`src/rtl/l0_rd_scheduler_pkg.sv`:
```
// l0_pkg: shared definitions for the L0 input-buffer read path.
//   ROW / LEN_BW : default row count and burst-length width, shared with the
//                  L0 FIFO bank.
//   mode_e       : command mode (MODE_ALL = all rows together,
//                  MODE_SKEW = diagonal wavefront).
//   state_e      : read scheduler FSM states.
package l0_pkg;

    localparam int unsigned ROW    = 8;
    localparam int unsigned LEN_BW = 7;

    typedef enum logic {
        MODE_ALL  = 1'b0,
        MODE_SKEW = 1'b1
    } mode_e;

    typedef enum logic {
        IDLE = 1'b0,
        RUN  = 1'b1
    } state_e;

endpackage

```
`src/rtl/l0_rd_scheduler_if.sv`:
```
// l0_rd_scheduler_if: command / FIFO-status / read-enable bundle of the L0
// read scheduler.
//   start, mode, len : command strobe, mode and words per row
//   i_empty          : per-row empty flags from the L0 FIFOs
//   stall            : downstream backpressure
//   rd_en            : per-row FIFO read enables
//   busy, done       : command in progress / one-cycle completion pulse
// master = command issuer / FIFO side, slave = the scheduler.
interface l0_rd_scheduler_if
    import l0_pkg::*;
#(
    parameter int unsigned row    = ROW,
    parameter int unsigned len_bw = LEN_BW
);

    logic              start;
    logic              mode;
    logic [len_bw-1:0] len;
    logic [row-1:0]    i_empty;
    logic              stall;
    logic [row-1:0]    rd_en;
    logic              busy;
    logic              done;

    modport master (
        output start, mode, len, i_empty, stall,
        input  rd_en, busy, done
    );

    modport slave (
        input  start, mode, len, i_empty, stall,
        output rd_en, busy, done
    );

endinterface

```
`src/rtl/l0_rd_scheduler_window.sv`:
```
// l0_rd_window: combinational row window mask for step t.
//   t    : schedule step counter (len_bw+1 bits)
//   mode : captured command mode
//   len  : captured words per row
//   win  : win[i]=1 when row i reads at step t
//          MODE_ALL : t < len
//          MODE_SKEW: i <= t < i + len
module l0_rd_window
    import l0_pkg::*;
#(
    parameter int unsigned row    = ROW,
    parameter int unsigned len_bw = LEN_BW
) (
    input  logic [len_bw:0]   t,
    input  mode_e             mode,
    input  logic [len_bw-1:0] len,
    output logic [row-1:0]    win
);

    // One extra bit so that i + len cannot wrap for any legal row count.
    typedef logic [len_bw+1:0] wide_t;

    always_comb begin
        win = '0;
        for (int unsigned i = 0; i < row; i++) begin
            if (mode == MODE_ALL) begin
                win[i] = (wide_t'(t) < wide_t'(len));
            end else begin
                win[i] = (wide_t'(t) >= wide_t'(i)) &&
                         (wide_t'(t) <  wide_t'(i) + wide_t'(len));
            end
        end
    end

endmodule

```
`src/rtl/l0_rd_scheduler.sv`:
```
// l0_rd_scheduler: sequences the read enables of the L0 row FIFOs that feed
// the west edge of the systolic array. One command reads len words from
// every row, either all rows together or as a diagonal wavefront.
//   clk   : clock
//   reset : asynchronous active-low reset
//   bus   : l0_rd_scheduler_if slave (start/mode/len/i_empty/stall in,
//           rd_en/busy/done out)
module l0_rd_scheduler
    import l0_pkg::*;
#(
    parameter int unsigned row    = ROW,
    parameter int unsigned len_bw = LEN_BW
) (
    input logic                 clk,
    input logic                 reset,
    l0_rd_scheduler_if.slave    bus
);

    typedef logic [len_bw:0]   step_t;
    typedef logic [len_bw+1:0] wide_t;

    state_e            state, state_nx;
    step_t             t, t_nx;
    mode_e             mode_q, mode_nx;
    logic [len_bw-1:0] len_q, len_nx;
    logic              done_q, done_nx;

    logic [row-1:0]    win;
    wide_t             last_t;
    logic              last_step;
    logic              adv;

    l0_rd_window #(
        .row    (row),
        .len_bw (len_bw)
    ) u_window (
        .t    (t),
        .mode (mode_q),
        .len  (len_q),
        .win  (win)
    );

    // Last step index N-1; len_q is never zero while in RUN.
    always_comb begin
        last_t = wide_t'(len_q) - wide_t'(1);
        if (mode_q == MODE_SKEW) begin
            last_t = last_t + wide_t'(row - 1);
        end
    end
    assign last_step = (wide_t'(t) == last_t);

    // The whole wavefront advances or none of it does, so the skew between
    // rows is preserved across stalls and empty rows.
    assign adv = (state == RUN) && !bus.stall && ((win & bus.i_empty) == '0);

    assign bus.rd_en = win & {row{adv}};
    assign bus.busy  = (state == RUN);
    assign bus.done  = done_q;

    always_ff @(posedge clk or negedge reset) begin
        if (!reset) begin
            state  <= IDLE;
            t      <= '0;
            mode_q <= MODE_ALL;
            len_q  <= '0;
            done_q <= 1'b0;
        end else begin
            state  <= state_nx;
            t      <= t_nx;
            mode_q <= mode_nx;
            len_q  <= len_nx;
            done_q <= done_nx;
        end
    end

    always_comb begin
        state_nx = state;
        t_nx     = t;
        mode_nx  = mode_q;
        len_nx   = len_q;
        done_nx  = 1'b0;
        case (state)
            IDLE: begin
                if (bus.start) begin
                    if (bus.len != '0) begin
                        mode_nx  = mode_e'(bus.mode);
                        len_nx   = bus.len;
                        t_nx     = '0;
                        state_nx = RUN;
                    end else begin
                        done_nx = 1'b1;
                    end
                end
            end
            RUN: begin
                if (adv) begin
                    if (last_step) begin
                        state_nx = IDLE;
                        done_nx  = 1'b1;
                    end else begin
                        t_nx = t + step_t'(1);
                    end
                end
            end
            default: state_nx = IDLE;
        endcase
    end

endmodule

```
`src/flat_wrapper.sv`:
```
// flat-port wrapper written by rule: the top's interface ports become plain ports
module l0_rd_scheduler_flat import l0_pkg::*;
#(
    parameter int unsigned row    = ROW,
    parameter int unsigned len_bw = LEN_BW
)
  (clk, reset, bus_start, bus_mode, bus_len, bus_i_empty, bus_stall, bus_rd_en, bus_busy, bus_done);
  l0_rd_scheduler_if #(.row(row), .len_bw(len_bw)) bus_i ();
  input logic clk;
  input logic reset;
  input wire logic [$bits(bus_i.start)-1:0] bus_start;
  input wire logic [$bits(bus_i.mode)-1:0] bus_mode;
  input wire logic [$bits(bus_i.len)-1:0] bus_len;
  input wire logic [$bits(bus_i.i_empty)-1:0] bus_i_empty;
  input wire logic [$bits(bus_i.stall)-1:0] bus_stall;
  output wire logic [$bits(bus_i.rd_en)-1:0] bus_rd_en;
  output wire logic [$bits(bus_i.busy)-1:0] bus_busy;
  output wire logic [$bits(bus_i.done)-1:0] bus_done;
  assign bus_i.start = bus_start;
  assign bus_i.mode = bus_mode;
  assign bus_i.len = bus_len;
  assign bus_i.i_empty = bus_i_empty;
  assign bus_i.stall = bus_stall;
  assign bus_rd_en = bus_i.rd_en;
  assign bus_busy = bus_i.busy;
  assign bus_done = bus_i.done;
  l0_rd_scheduler #(.row(row), .len_bw(len_bw)) u_core (.clk(clk), .reset(reset), .bus(bus_i));
endmodule
```
`config.mk`:
```
export PLATFORM = sky130hd
export DESIGN_NAME = l0_rd_scheduler_flat
export DESIGN_NICKNAME = d
export VERILOG_FILES = /design/src/rtl/l0_rd_scheduler_pkg.sv /design/src/rtl/l0_rd_scheduler_if.sv /design/src/rtl/l0_rd_scheduler_window.sv /design/src/rtl/l0_rd_scheduler.sv /design/src/flat_wrapper.sv
export SDC_FILE = /design/constraint.sdc
export NUM_CORES = 1
export LEC_CHECK = 0
export ABC_AREA = 1
export BUFFER_PORTS_ARGS = -buffer_cell sky130_fd_sc_hd__buf_2
export CORE_UTILIZATION = 30
export CTS_BUF_LIST = sky130_fd_sc_hd__clkbuf_8 sky130_fd_sc_hd__clkbuf_16
export DETAILED_ROUTE_END_ITERATION = 12
export SYNTH_ARGS = -nofsm -noshare
export SYNTH_HDL_FRONTEND = slang
export SYNTH_SLANG_ARGS = --single-unit
```
`constraint.sdc`:
```
create_clock -name clk -period 3.3 [get_ports clk]
set_clock_uncertainty 0.05 [all_clocks]
set_input_delay 0 -clock clk [delete_from_list [all_inputs] [get_ports clk]]
set_output_delay 0 -clock clk [all_outputs]
set_load 0.01 [all_outputs]
```
After elaboration in Yosys (flattened, before gate mapping)
Index checks and enable logic that the tools add are counted.
- output and inout bits: 10
- register bits: 18
- logic and storage cells: 75
- bits of input ports: 20
- muxes and demuxes: 23
- equal/unequal tests: 5
- reduce and logical (&&, ||, !) cells: 14
- order comparisons: 15
- add/subtract/negate cells: 10
- bitwise gates (word level): 3
- operators with widths (kind ; count):
    8-bit < comparator ; 7
    3-bit by 7-bit adder with 8-bit output, first input constant ; 4
    8-bit by 3-bit >= comparator with 1-bit output, second input constant ; 4
    8-bit two-way mux ; 4
    2-bit by 7-bit adder with 8-bit output, first input constant ; 2
    8-bit AND ; 2
    8-bit by 2-bit >= comparator with 1-bit output, second input constant ; 2
    8-bit one-hot mux with 2 select lines ; 1
    1-bit two-way mux ; 15
    9-bit by 3-bit adder with 9-bit output, second input constant ; 1
    8-bit by 9-bit == test with 1-bit output ; 1
    1-bit logical AND ; 9
    9-bit two-way mux ; 1
    1-bit by 7-bit adder with 8-bit output, first input constant ; 1
    8-bit by 1-bit adder with 8-bit output, second input constant ; 1
    8-bit by 1-bit >= comparator with 1-bit output, second input constant ; 1
    8-bit logical NOT ; 1
    8-bit by 7-bit < comparator with 1-bit output ; 1
    7-bit by 1-bit subtractor with 8-bit output, second input constant ; 1
    7-bit nonzero test ; 1
    2-bit != test, second input constant ; 3
    1-bit one-hot mux with 2 select lines ; 2
    4-bit AND reduction ; 1
    3-bit AND reduction ; 1
    other kinds (3) ; 3

Longest topological paths before layout
Gate-level depths: netlist of the first run.
- depth after elaboration: 9
- gate-level depth with buffers: 23
- gate-level depth less buffers: 23

By module
Synthesis of the first run repeated with hierarchy kept, for this count alone.
- cell total of the unflattened synthesis: 547
- area total of the unflattened synthesis: 3453.3 µm²
- modules (own cells, without submodules) (module ; times used ; cells an instance ; area each (µm²) ; seq. area each (µm²)):
    l0_rd_window ; 1 ; 310 ; 1939.4 ; 0.0
    l0_rd_scheduler ; 1 ; 237 ; 1514.0 ; 450.4

Worst setup path after synthesis of the first run
No wires, ideal clock.
- kind: register to register
- start point: register u_core.len_q[2]
- end point: register u_core.t[3]
- cell stages (with the launch flop): 24
- arrival: 2.513 ns
- clock period less this slack: 2.681 ns
- library setup time: 0.118 ns
- data required time: 3.132 ns
- path buffers: 1
- setup slack: 0.619 ns
- cell sequence: dfrtp_1 -> inv_2 -> ha_1 -> buf_2 -> nand2_4 -> nand2_1 -> nand2_1 -> o21ai_0 -> ha_1 -> nand2_1 -> inv_1 -> nor2_1 -> o21ai_0 -> nor2_1 -> nand2_1 -> nand2_1 -> nand3_1 -> nand2_1 -> nor2_1 -> nand2_2 -> nand2_4 -> nand3_4 -> nand2_1 -> nand2_1
- cells in the longest elaborated chain, start to end: 9
- elaborated cells between the ends (all ways): 39
- classes of those cells: add/sub: 9; order compare: 8; eq/ne: 3; mux: 8; bitwise: 1; reduce/logical: 10
- ends and longest elaborated chain (what ; line ; source):
    from (decl) ; l0_rd_scheduler.sv:25 ; logic [len_bw-1:0] len_q, len_nx;
    from (signal assigned) ; l0_rd_scheduler.sv:71 ; len_q <= len_nx;
    1-bit by 7-bit adder with 8-bit output, or another cell as far along ; l0_rd_scheduler_window.sv:30 ; (wide_t'(t) < wide_t'(i) + wide_t'(len));
    8-bit < comparator ; l0_rd_scheduler_window.sv:30 ;
    1-bit logical AND ; l0_rd_scheduler_window.sv:29 ; win[i] = (wide_t'(t) >= wide_t'(i)) &&
    1-bit two-way mux ; l0_rd_scheduler_window.sv:26 ; if (mode == MODE_ALL) begin
    8-bit AND ; l0_rd_scheduler.sv:54 ; assign adv = (state == RUN) && !bus.stall && ((win & bus.i_empty) == '0);
    8-bit logical NOT ; l0_rd_scheduler.sv:54 ;
    1-bit logical AND ; l0_rd_scheduler.sv:54 ;
    2-bit != test (no line) ; -- ;
    4-bit AND reduction (no line) * ; -- ;
    to (signal assigned) ; l0_rd_scheduler.sv:69 ; t <= t_nx;
    to (decl) ; l0_rd_scheduler.sv:23 ; step_t t, t_nx;
Every way passes the cells marked *; elsewhere a longest branch is shown, timed or not.
A chain may end at the register's enable or synchronous reset.

Final worst setup path of the first run
- start point: register u_core.len_q[2]
- end point: register u_core.t[2]
Same word-level chain as after synthesis.

==> run summary, run 1 <==
In this run the worst hold path is classified as in -> reg. The worst setup path category is reg -> reg. Counting flops with a built-in enable in the synthesized netlist gives 0. The flow ran to the end, and the final reports show no timing, DRC or antenna violations. Data on the critical path arrives at its endpoint at approximately 3200 ps. The DRC violation count after routing came out at 0.

The type of element capturing the critical path is a flop. The final hold slack is between 9 and 10 ps. The total negative slack for setup checks is 0 ps. The minimum setup slack after placement is roughly 64 ps.

The total clock sinks came out at 18. The async set-or-reset flop fraction in the synthesized netlist is between 90% and 100%. Derived from the worst setup path, the maximum achievable clock frequency is roughly 320 MHz. The max-slew violation count is 0. The signal on the critical path passes through clkinv_4 -> buf_4 -> ha_1 -> a21oi_2 -> xor2_1 -> ha_1 -> nand2_1 -> inv_1 -> nor2_1 -> o21ai_1 -> nor2_1 -> nand2_1 -> nand2_1 -> nand3_1 -> nand2_1 -> nor2_1 -> nand2_2 -> buf_4 -> nand2_4 -> nand3_4 -> nand2_1 -> nand2_1. The cell with the most instances after synthesis is nand2_1.

The largest net degree at the start of global routing is 19. The proportion of netlist area held by the largest area contributor came out at 23.9%. The first global-routing pass estimated roughly 18000 um of wire. The tree is rooted in a clkbuf_16. The number of different library cells in the post-synthesis netlist is 34. The combinational fraction of design power is 80.2%. The number of placement rows came out at 39. Headroom to the max-slew limit came out at 48.3%. In the final design database the tool counted between 600 and 700 nets.

The synthesized design spends more area on one cell type than any other, namely ha_1. The overall routed net length came out at ~11000 um. The areal power density over the cells came out at approximately 860 nW/um^2. TritonCTS built the clock tree. Buffers placed on the I/O ports in this run total 29. Once detail routing completed, the nets flagged for antenna violations numbered 0. The number of design-rule violations left by the first detailed-router iteration is roughly 260. The full die area is ~12000 um^2. The commonest cells after synthesis are 178 x nand2_1, 69 x nor2_1, 67 x ha_1. The via density per instance came out at between 4 and 5.

By instance count, the cell type seen most on the critical path is nand2_1. The number of inserted diodes came out at 0. TritonCTS created 3 clock buffers. The number of hold violations in the final report came out at 0. Once detailed placement completed, the half-perimeter wirelength came to approximately 8700 um. Global routing consumed, over all layers together, 18.9% of the routing resources. The initial antenna violation count is 0. Summing internal, switching and leakage power gives between 3000 and 4000 uW. The net count after synthesis came out at between 600 and 700. The most used flip-flop cell after synthesis is dfrtp_1.

By area the synthesized netlist is led by ha_1 24%, nand2_1 19%, dfrtp_1 13%. The share of total power in sequential cells is about an eighth. The slew at the pin closest to its max-slew limit is slightly below 800 ps. The number of setup violations in the final report came out at 0. The floorplan die width came out at 110 um.

The internal power of the cells came out at 1510 uW. The total overflow left after global routing is 0. The synthesized area per cell came out at 6.27 um^2. The share of the core filled with cells in the final layout is between 30% and 40%. The total area inside the core boundary comes to ~11000 um^2.

In this run the deepest clock path goes through 2 buffers. The number of global-route vias before repair was 3513. The least setup slack across all paths after layout is 175 ps. The average wire length per cell after detail routing came out at approximately 14 um.

The static leakage is approximately 0.0024 uW. The area added between synthesis and finish is 18.0%. The final worst-path cycle share came out at between 90% and 100%. The sequential fraction of the synthesis area is about an eighth.

STA classifies the critical path startpoint as a flop. The congestion estimate from routability-driven global placement came to just over 0.9. The synthesized flop and latch total is 18. Across the run, the number of max-cap violations was 0. The proportion of power drawn by the clock network is 7.5%.

The worst-case vdd ir drop is approximately 0.47 mV. For the worst setup path, the data required time is ~3400 ps. The boundary pin count came out at 30.

Clock latency on the worst-skew pair, taken at its later pin, is approximately 250 ps. The longest individual stage delay on the worst path came out at roughly 480 ps. The register clock-pin slew on the reported worst setup and hold paths came out at 50 ps.

The count of synthesis-stage warnings from yosys came out at 0. In this run the number of H-tree levels came out at 1. Net switching is between 50 and 60% of the power. The routed layout has about 3.7k vias. Along the worst path, the maximum fanout reaches 8. The cell count after synthesis came out at 560. Of the cells placed in the final design, the portion with a size suffix greater than 1 is between 15 and 20%.

The critical path buffer and inverter count came out at 4. The combined area of all synthesized cells came out at roughly 3500 um^2. The floorplan step set the die height to around 110 um. Summed over all nets, the switching power comes to slightly above 2000 uW. The first detailed-routing pass ran for 5 iterations. The post-layout minimum cycle time is between 3000 and 4000 ps.

The family with the most delay on the worst path is simple AND/OR/NAND/NOR gates. On the critical path, the stage with the largest delay is an instance of dfrtp_2. The initial utilization of the core area, before any placement, comes to a little under a third.
worst register-to-register path: stages, from the launching register on:
cell and delay (ps):
dfrtp_2 480, clkinv_4 130, buf_4 180, ha_1 230
a21oi_2 170, xor2_1 200, ha_1 170, nand2_1 60
inv_1 50, nor2_1 30, o21ai_1 160, nor2_1 60
nand2_1 80, nand2_1 60, nand3_1 100, nand2_1 50
nor2_1 120, nand2_2 70, buf_4 160, nand2_4 100
nand3_4 120, nand2_1 120, nand2_1 70
power by group through the flow:
| stage | clock network (uW) | logic [uW] | registers, uW |
|---|---|---|---|
| after global routing | 287 | 3270 | 452 |
| after detailed placement | 0 | 2690 | 425 |
| after CTS | 278 | 2730 | 425 |
| after global placement | 0 | 2660 | 423 |
| after floorplan | 0 | 2030 | 366 |
| final | 270 | 2860 | 439 |
cell type report:
class	instances	area (um^2)
clock buffers	4	88.8
well taps	143	179
repair buffers	57	375
flip-flops and latches	18	453
fillers	1232	7270
multi-input cells	469	2810
inverters	62	243
cells in the final DEF, fill, tap and decap left out, drive strengths merged, types with 8 or more instances in the layout:
cell type    count
inv             61
nor2            73
nand4           10
nand2          194
buf             49
o21ai           21
xor2            18
dlygate4sd3      8
a21oi           36
ha              67
dfrtp           18
nand3           32
registers in the layout (all words and copies together), names as in the netlist:
signal           flops
u_core.t             8
u_core.mode_q        1
u_core.bus.done      1
u_core.bus.busy      1
u_core.len_q         7
metal layers:
layer	vias up	GRT usage [%]	routed length, um
met2	112	32.5	5060
li1	1898	-	-
met3	25	1.65	518
met4	0	7.42	348
met1	1685	24.2	4920
met5	-	0	0
path summary, 6_finish.rpt:
kind / cells after the start / end / slack (ps) / startpoint
setup / recovery: 22 / u_core.t[2] / 170 / u_core.len_q[2]
hold / removal: 3 / u_core.len_q[4] / 10 / bus_len[4]
setup reg to reg: 22 / u_core.t[2] / 170 / u_core.len_q[2]
hold reg to reg: 2 / u_core.len_q[4] / 550 / u_core.len_q[4]
max in group asynchronous: 2 / u_core.len_q[3] / 2740 / reset
min in group asynchronous: 2 / u_core.t[3] / 150 / reset
cell families (layout without fill, tap and decap cells):
logic type / Yosys count / in the layout / share of synthesized area, %
AND/OR/NAND/NOR: 320 / 320 / 40.2
buffers and inverters: 73 / 123 / 9.01
adder cells (fa/ha/maj): 67 / 67 / 23.9
AO/OA/AOI/OAI: 62 / 62 / 9.12
XOR/XNOR: 20 / 20 / 4.99
flip-flops: 18 / 18 / 12.8
what timing repair did:
action / in CTS / in global routing
setup buffers: 0 / 6
endpoints found under the hold margin: 25 / 0
hold buffers: 8 / 0
setup endpoints to repair: 8 / 16
pin swaps: 0 / 3
gates resized for setup: 6 / 18
per-stage QoR:
stage,std cells,instance area (um^2)
2_1_floorplan,560,3510
3_3_place_gp,735,3860
3_5_place_dp,735,3860
4_1_cts,747,4040
5_1_grt,753,4140
6_report,753,4140
Power figures use the tool's default switching activity.
==> inputs of run 2 (changes only) <==
==> constraint.sdc (replaced) <==
create_clock -name clk -period 3.3 [get_ports clk]
set_clock_uncertainty 0.05 [all_clocks]
set_input_delay 0.165 -clock clk [delete_from_list [all_inputs] [get_ports clk]]
set_output_delay 0.165 -clock clk [all_outputs]
set_load 0.01 [all_outputs]
==> run 2 against run 1 <==
  * Setup slack better by 26 ps
  * Register-to-register slack better by 90 ps
  * Final area down 1.8%
  * Global-route usage down 0.45 points
  * Sequential cell count unchanged
  * Critical path type is now reg -> out
==> run summary, run 2 (synthesis gave the netlist of run 1 again) <==
The run finished with clean final reports. The count of TritonRoute iterations in the first routing pass came out at 5. The source-to-sink clock delay at the later pin of the worst-skew pair came out at between 200 and 250 ps.

In this run the static leakage power is between 0.002 and 0.0025 uW. In this run the worst path has a maximum fanout of 9. The average wire length per cell after detail routing is around 14 um.

The fill cell instance count of the final layout is ~1.3k. STA classifies the critical path startpoint as a flop. The clock tree from TritonCTS is done.

The number of inserted diodes came out at 0. The area taken by flip-flops and latches is 454 um^2. The largest registers in the layout are u_core.t x8, u_core.len_q x7.

At the end of the flow the core is filled with cells to around 36%. The flip-flop count of the largest register after layout came out at 8. Summing over every cut layer, the via total after detailed routing is approximately 3.7k. The register clock-pin slew on the reported worst setup and hold paths is 50 ps.

The remaining global-route overflow is 0. Traced cell by cell, the critical path runs through inv_2 -> ha_1 -> nand2_4 -> nand2_4 -> nand2_1 -> nand2_1 -> o21ai_0 -> ha_1 -> nand2_1 -> inv_1 -> nor2_1 -> o21ai_1 -> nor2_1 -> nand2_1 -> nand2_1 -> nand3_1 -> nand2_1 -> nor2_2 -> nand2_4 -> nor2_1 -> buf_2. The fraction of final layout cells sized beyond drive strength 1 is 17.4%.

The final layout net count came out at 687. The final hold slack is about 120 ps. The number of hold violations in the final report came out at 0.

The required time at the worst-slack endpoint came out at 3080 ps. The die is approximately 110 um tall. The boundary pin count is 30. The max-capacitance violation count came out at 0. The clock drives 18 sinks. The wire-length estimate of the detail-placed layout is 8580 um. The worst-case vdd ir drop came out at around 0.49 mV.

The maximum clock rate is roughly 320 MHz. The routed design has ~11000 um of wire. The initial antenna violation count came to 0. The full die area came out at 12100 um^2. The largest net degree at the start of global routing came out at 19. The cell family contributing the most delay on the critical path is simple AND/OR/NAND/NOR gates. At the pin with the least slew margin, the transition time is between 700 and 800 ps. The total area of multi-input combinational cells came out at roughly 2800 um^2.

The top register by number of flip-flops is u_core.t. In this run, CTS created clock tree buffers numbering 3. The max-slew violation count came out at 0. The DRC violation count after routing is 0. The headroom to the max-slew limit came out at ~50%. The leading cell type in the layout, fill and taps excluded is nand2_1. The final estimated routing congestion in global placement came out at 0.959. CTS placed an instance of clkbuf_16 at the clock tree root. The initial utilization of the core area, before any placement, comes to a little under a third.

The wire length of the first global-routing pass came out at 17100 um. The floorplan die width is around 110 um. The cell seen most often among critical-path stages is nand2_1.

The global routing usage summed across all routing layers came out at 18.4%. The worst hold path belongs to the class in -> reg. The core outline area came out at approximately 11000 um^2.

The arrival time of the worst setup path came out at between 2000 and 3000 ps. The longest individual stage delay on the worst path is roughly 440 ps. The post-layout minimum cycle time is roughly 3100 ps. The number of global-route vias before repair came to 3418. The via density per instance came out at between 4 and 5. The floorplan has 39 rows. The areal power density over the cells is ~880 nW/um^2. Setup violations remaining at the end of the flow were counted as 0.

The area added between synthesis and finish came out at 15.8%. Together, buffers and inverters on the worst path number 3. The type of element capturing the critical path is an output port.

In this run the deepest clock path goes through 2 buffers. The final worst-path cycle share came out at a little over nine tenths. Among all stages on the critical path, the largest delay is contributed by dfrtp_2. The number of buffers added on ports is 29. Leaving out fill and tap cells, the most frequent cells in the layout are 177 x nand2_1, 65 x nor2_1, 63 x ha_1, 47 x inv_1, 36 x a21oi_1. The number of H-tree levels came out at 1. Once detail routing completed, the nets flagged for antenna violations numbered 0. The worst setup path category is reg -> out. The number of design-rule violations left by the first detailed-router iteration came out at ~220.
run 2: cell count changes in the layout (fill, tap and decap cells not counted), sizes merged:
| cell | before | now |
|---|---|---|
| dlygate4sd3 | 8 | 1 |
| buf | 49 | 45 |
| clkinv | 1 | 0 |
| inv | 61 | 62 |
run 2: layout make-up:
type | instances | area share (%)
Sequential cell | 18 | 11.2
Multi-Input combinational cell | 469 | 69.3
Clock buffer | 4 | 2.18
Inverter | 62 | 5.91
Tap cell | 143 | 4.40
Timing Repair Buffer | 46 | 7.07
run 2: final timing paths:
check                                  end  cells after the start             from  slack (ps)
min in group asynchronous  u_core.bus.busy                      2            reset         320
setup reg to reg               u_core.t[1]                     24  u_core.len_q[2]         260
hold reg to reg            u_core.len_q[4]                      2  u_core.len_q[4]         540
hold / removal               u_core.mode_q                      3         bus_mode         120
max in group asynchronous  u_core.len_q[1]                      2            reset        2570
setup / recovery              bus_rd_en[3]                     21  u_core.len_q[2]         200
run 2: tightest hold or removal path: cells and delay by family:
family,cells,cell delay [ps]
AO/OA/AOI/OAI,1,100
buffers and inverters,1,70
AND/OR/NAND/NOR,1,30
run 2: power by group:
group          switching [uW]  internal, uW  total (uW)
sequential                148           287         435
combinational            1840          1030        2870
clock                    75.9           184         260
run 2: metrics by stage:
step / power, uW / setup WS (ps) / std cells / TNS, ps / instance area, um^2
floorplan: 2400 / 586 / 560 / 0 / 3510
global placement: 3070 / -61.8 / 731 / -461 / 3830
detailed placement: 3120 / -52.7 / 731 / -373 / 3830
CTS: 3420 / 26.5 / 737 / 0 / 3950
global route: 4000 / -28.1 / 742 / -122 / 4070
finish: 3560 / 201 / 742 / 0 / 4070
run 2: layer usage:
metal  part of all wire, %  vias to the layer above  wire length (um)  GRT usage (%)
li1                      -                     1879                 -              -
met1                    47                     1670              5020           25.2
met2                    46                      104              4910           30.1
met3                   3.5                       22               372          0.647
met4                   3.4                        0               357           8.08
met5                     0                        -                 0              0
run 2: timing repair:
| action | CTS | global route |
|---|---|---|
| hold buffers | 1 | 0 |
| setup endpoints to repair | 16 | 16 |
| resized for setup | 8 | 18 |
| pin swaps | 0 | 1 |
| setup buffers | 1 | 5 |
| endpoints found under the hold margin | 18 | 0 |
